==> src/rtl/seg_pkg.sv <==
// Shared seven-segment constants: active-low abcdefg patterns (seg[6]=a .. seg[0]=g).
package seg_pkg;

  localparam logic [6:0] SEG_BLANK = 7'b1111111;

  // Entry n holds the glyph for hex nibble n; entry 0 is the rightmost element.
  localparam logic [15:0][6:0] SEG_LUT = {
    7'b0111000,  // F
    7'b0110000,  // E
    7'b1000010,  // d
    7'b0110001,  // C
    7'b1100000,  // b
    7'b0001000,  // A
    7'b0000100,  // 9
    7'b0000000,  // 8
    7'b0001111,  // 7
    7'b0100000,  // 6
    7'b0100100,  // 5
    7'b1001100,  // 4
    7'b0000110,  // 3
    7'b0010010,  // 2
    7'b1001111,  // 1
    7'b0000001   // 0
  };

endpackage

==> src/rtl/seg_decode.sv <==
// Combinational hex nibble to active-low seven-segment glyph.
module seg_decode
  import seg_pkg::*;
(
  input  logic [3:0] nib,
  output logic [6:0] seg
);

  assign seg = SEG_LUT[nib];

endmodule

==> src/rtl/seven_seg_scan.sv <==
// Multiplexed seven-segment scanner: per-digit slots with an anode-off guard,
// frame-wide input shadowing, leading-zero and per-digit blanking.
module seven_seg_scan
  import seg_pkg::*;
#(
  parameter int N_DIGITS      = 4,
  parameter int REFRESH_DIV   = 50000,
  parameter int GUARD         = 2,
  parameter int AN_ACTIVE_LOW = 1
) (
  input  logic                  clk,
  input  logic                  rst_n,
  input  logic                  en,
  input  logic [4*N_DIGITS-1:0] digits,
  input  logic [N_DIGITS-1:0]   dp_in,
  input  logic [N_DIGITS-1:0]   blank_mask,
  input  logic                  lz_blank,
  output logic [N_DIGITS-1:0]   an,
  output logic [6:0]            seg,
  output logic                  dp,
  output logic                  frame_tick
);

  localparam int CW = (REFRESH_DIV > 1) ? $clog2(REFRESH_DIV) : 1;
  localparam int IW = (N_DIGITS > 1) ? $clog2(N_DIGITS) : 1;
  localparam logic [N_DIGITS-1:0] AN_OFF = AN_ACTIVE_LOW != 0 ? '1 : '0;

  logic [CW-1:0]         cnt;
  logic [IW-1:0]         idx;
  logic [4*N_DIGITS-1:0] sh_digits;
  logic [N_DIGITS-1:0]   sh_dp;
  logic [N_DIGITS-1:0]   sh_blank;
  logic                  sh_lz;

  logic                  wrap_slot;
  logic                  wrap_frame;
  logic                  slot_on;
  logic                  lit;
  logic [3:0]            nib;
  logic [6:0]            dec_seg;
  logic [N_DIGITS-1:0]   onehot;
  logic [N_DIGITS-1:0]   lz_dark;
  logic                  zero_run;

  assign wrap_slot  = cnt == CW'(REFRESH_DIV - 1);
  assign wrap_frame = wrap_slot && (idx == IW'(N_DIGITS - 1));
  assign slot_on    = en && (cnt >= CW'(GUARD));
  assign nib        = sh_digits[4*idx +: 4];

  seg_decode u_dec (
    .nib (nib),
    .seg (dec_seg)
  );

  // Walk down from the most-significant digit; a digit is dark while every
  // nibble at or above it is zero. Digit 0 is never considered.
  always_comb begin
    lz_dark  = '0;
    zero_run = sh_lz;
    for (int i = N_DIGITS - 1; i >= 1; i--) begin
      zero_run   = zero_run && (sh_digits[4*i +: 4] == 4'h0);
      lz_dark[i] = zero_run;
    end
  end

  always_comb begin
    onehot      = '0;
    onehot[idx] = 1'b1;
  end

  assign lit = slot_on && !sh_blank[idx] && !lz_dark[idx];

  always_ff @(posedge clk or negedge rst_n) begin
    if (!rst_n) begin
      cnt        <= '0;
      idx        <= '0;
      sh_digits  <= '0;
      sh_dp      <= '0;
      sh_blank   <= '0;
      sh_lz      <= 1'b0;
      an         <= AN_OFF;
      seg        <= SEG_BLANK;
      dp         <= 1'b1;
      frame_tick <= 1'b0;
    end else begin
      an         <= slot_on ? (AN_ACTIVE_LOW != 0 ? ~onehot : onehot) : AN_OFF;
      seg        <= lit ? dec_seg : SEG_BLANK;
      dp         <= !(lit && sh_dp[idx]);
      frame_tick <= en && wrap_frame;
      if (en) begin
        if (wrap_slot) begin
          cnt <= '0;
          idx <= wrap_frame ? '0 : idx + IW'(1);
        end else begin
          cnt <= cnt + CW'(1);
        end
        // Shadows swap on the wrap edge so a whole frame sees one snapshot.
        if (wrap_frame) begin
          sh_digits <= digits;
          sh_dp     <= dp_in;
          sh_blank  <= blank_mask;
          sh_lz     <= lz_blank;
        end
      end
    end
  end

endmodule

==> config.mk <==
export PLATFORM = sky130hd
export DESIGN_NAME = seven_seg_scan
export DESIGN_NICKNAME = d
export VERILOG_FILES = /design/src/rtl/seg_pkg.sv /design/src/rtl/seg_decode.sv /design/src/rtl/seven_seg_scan.sv
export SDC_FILE = /design/constraint.sdc
export NUM_CORES = 1
export LEC_CHECK = 0
export ABC_AREA = 1
export BUFFER_PORTS_ARGS = -buffer_cell sky130_fd_sc_hd__buf_2
export CAP_MARGIN = 25
export CORE_MARGIN = 2
export CORE_UTILIZATION = 55
export CTS_BUF_LIST = sky130_fd_sc_hd__clkbuf_2
export CTS_CLUSTER_SIZE = 25
export DETAILED_ROUTE_END_ITERATION = 6
export PLACE_DENSITY = 0.77
export SKIP_CTS_REPAIR_TIMING = 1
export SLEW_MARGIN = 5
export SYNTH_ARGS = -nofsm -noshare
export SYNTH_HDL_FRONTEND = slang
export SYNTH_SLANG_ARGS = --single-unit
==> constraint.sdc <==
create_clock -name clk -period 2 [get_ports clk]
set_clock_uncertainty 0.05 [all_clocks]
set_input_delay 0.1 -clock clk [delete_from_list [all_inputs] [get_ports clk]]
set_output_delay 0.1 -clock clk [all_outputs]
set_load 0.005 [all_outputs]
==> metrics <==
final net count=505; Final Hold Fails=0; gpl congestion=0.9019; Worst-Margin Slew=a little over 0.5 ns; n_diodes=0; first-pass GRT wire length=10650 um; Tmin final=between 1.5 and 2 ns; CTS tree=done; DR WL met2=3041 um; VDD IR-drop max=around 0.36 mV; slew margin rel.=0.6566; Synth Flop Type=dfrtp_1; area occupied by multi-input gates=around 0.0014 mm2; Num CTS Buffers=5; hold slack=about 0.06 ns; gr ovfl total=0; syn_nets=434; Pins Over Slew Limit=0; Die X=78.67 um; power density cells=617.8 mW/mm2; period utilisation layout=0.9063; routed vias=roughly 2700; Syn Area/Cell=slightly below 8 um2; cell count after synthesis=394; share of cells above drive strength 1=0.2103; clock buffer depth=2; routed length per instance=~12 um; FF+latch count, synth=56; Sink Count=56; placed insts=503; CP Data Required Time=around 2.4 ns; Setup TNS=0 ns; htree depth=2; Hold Path Class=primary input to async pin; Worst setup EP type=flop; DRC Markers=0; fmax=between 0.5 and 0.6 GHz; Metal-1 WL=3064 um; max-capacitance violation count=0; IO Pins=41; critical path arrival=2.17 ns; total number of yosys warnings=0; DRT iter0 DRCs=~160; Detailed Routing Iterations Pass 1=4; initial antenna violation count=0; synthesized area=0.003067 mm2; sequential fraction of the synthesis area=0.4619; Core Rows=27; CP Max Fanout=26; status=finished clean; Synth cell types=29; Routed met3 length=253 um; EDFF count, synth=0; Setup Viol. Count Final=0; register area=0.001418 mm2; Starting Density=0.5638; critical path class=flop to flop; vias per cell=5.006; Reg clk slew, reported paths=0.26 ns; Die H=78.67 um; Die ar.=between 0.006 and 0.007 mm2; CP Launch Type=flop; RSZ-0062 raised after global routing=no; Root Buffer Master=clkbuf_2; Pwr Total=2.266 mW; Post-Route WL=6432 um; vias in the first global route=2406; P&R area growth vs syn=19.62%; GRT Overall Usage=0.2176; Cell Count, Final, Fillers Out=between 500 and 600; ANT nets after route=0; largest net degree at the start of global routing=35; Worst-Skew Late Latency=about 0.45 ns; fraction of registers with async set/reset=1.000; Post-DP HPWL=between 4000 and 5000 um; CORE AREA=0.005439 mm2; Fillers=440; Pleak=1.943 nW; highest metal used=met4; IO Port Bufs=40
==> layout by cell type (no fill, tap or decap), drive strengths merged, types with 2 or more instances in the layout <==
cell type,instances
clkinv,3
nor3,4
nand3b,2
o21bai,2
nand3,43
dfstp,12
nand4,4
o21ai,10
nand2,166
a21oi,8
dfrtp,44
nor2,34
ha,12
clkbuf,5
buf,45
dlygate4sd3,27
inv,38
==> final cells by class <==
| cell class | count | share of cell area |
|---|---|---|
| multi-input cells | 291 | 0.3898 |
| flip-flops and latches | 56 | 0.3864 |
| repair buffers | 72 | 0.1419 |
| inverters | 39 | 0.04025 |
| well taps | 72 | 0.02456 |
| clock inverters | 3 | 0.01023 |
| clock buffers | 5 | 0.006821 |
==> synthesized netlist by cell type (4+ instances only) <==
cell type  count  share of area
ha_1          12          0.049
dfrtp_1       44           0.36
inv_1         35          0.043
nand2_1      146           0.18
nor2_1        30          0.037
nand2_2       20          0.041
nand3_1       39          0.064
nand3_2        4          0.013
buf_2          5         0.0082
a21oi_1        8          0.013
o21ai_0       10          0.016
nor3_1         4         0.0065
dfstp_2       12           0.10
==> worst max-delay path: stages, from the launching register on <==
cell	delay [ns]
dfrtp_1	0.49
ha_1	0.22
nand4_1	0.16
nor2_4	0.20
nand4_4	0.10
clkinv_2	0.35
nand2_1	0.13
nand2_1	0.08
==> path summary, 6_finish.rpt <==
kind,from,to,slack (ns),depth (start not counted)
max,cnt[1],sh_lz,0.19,7
min,rst_n,frame_tick,0.06,2
max reg2reg,cnt[1],sh_lz,0.19,7
min reg2reg,sh_digits[1],sh_digits[1],0.46,2
max in group asynchronous,rst_n,seg[5],1.21,3
min in group clk,dp_in[2],sh_dp[2],0.32,4
==> where the power goes <==
| part | switching [mW] | internal, mW |
|---|---|---|
| Combinational | 0.213 | 0.172 |
| Clock | 0.346 | 0.203 |
| Sequential | 0.113 | 1.22 |
==> sequential cells by signal, indices dropped and copies added (netlist names) <==
name        flops
dp              1
seg             7
cnt            16
an              4
sh_digits      16
frame_tick      1
sh_lz           1
sh_dp           4
sh_blank        4
idx             2
==> layer usage <==
| layer | track usage | vias to the layer above |
|---|---|---|
| li1 | - | 1369 |
| met1 | 0.3072 | 1261 |
| met2 | 0.3350 | 56 |
| met3 | 0.04023 | 7 |
| met4 | 0.08070 | 0 |
| met5 | 0 | - |
==> kinds of logic (layout without fill, tap and decap cells) <==
logic type | count (synthesis) | in the layout | share of synthesized area
AOI/OAI and AO/OA | 22 | 22 | 0.03835
adders and majority gates | 12 | 12 | 0.04896
and+or+nand+nor | 255 | 255 | 0.3733
buffers and inverters | 47 | 119 | 0.07181
xor gates and xnor gates | 2 | 2 | 0.005713
DFF | 56 | 56 | 0.4619
==> per-stage QoR <==
step	setup WS, ns	utilization	instance area, um2
global route	0.02379	0.6745	3669
detailed placement	0.2001	0.6131	3334
global placement	0.2697	0.6131	3334
CTS	0.1499	0.6246	3397
floorplan	0.2984	-	3067
finish	0.1874	0.6745	3669
Note: power is estimated with default switching activity, not from simulation.
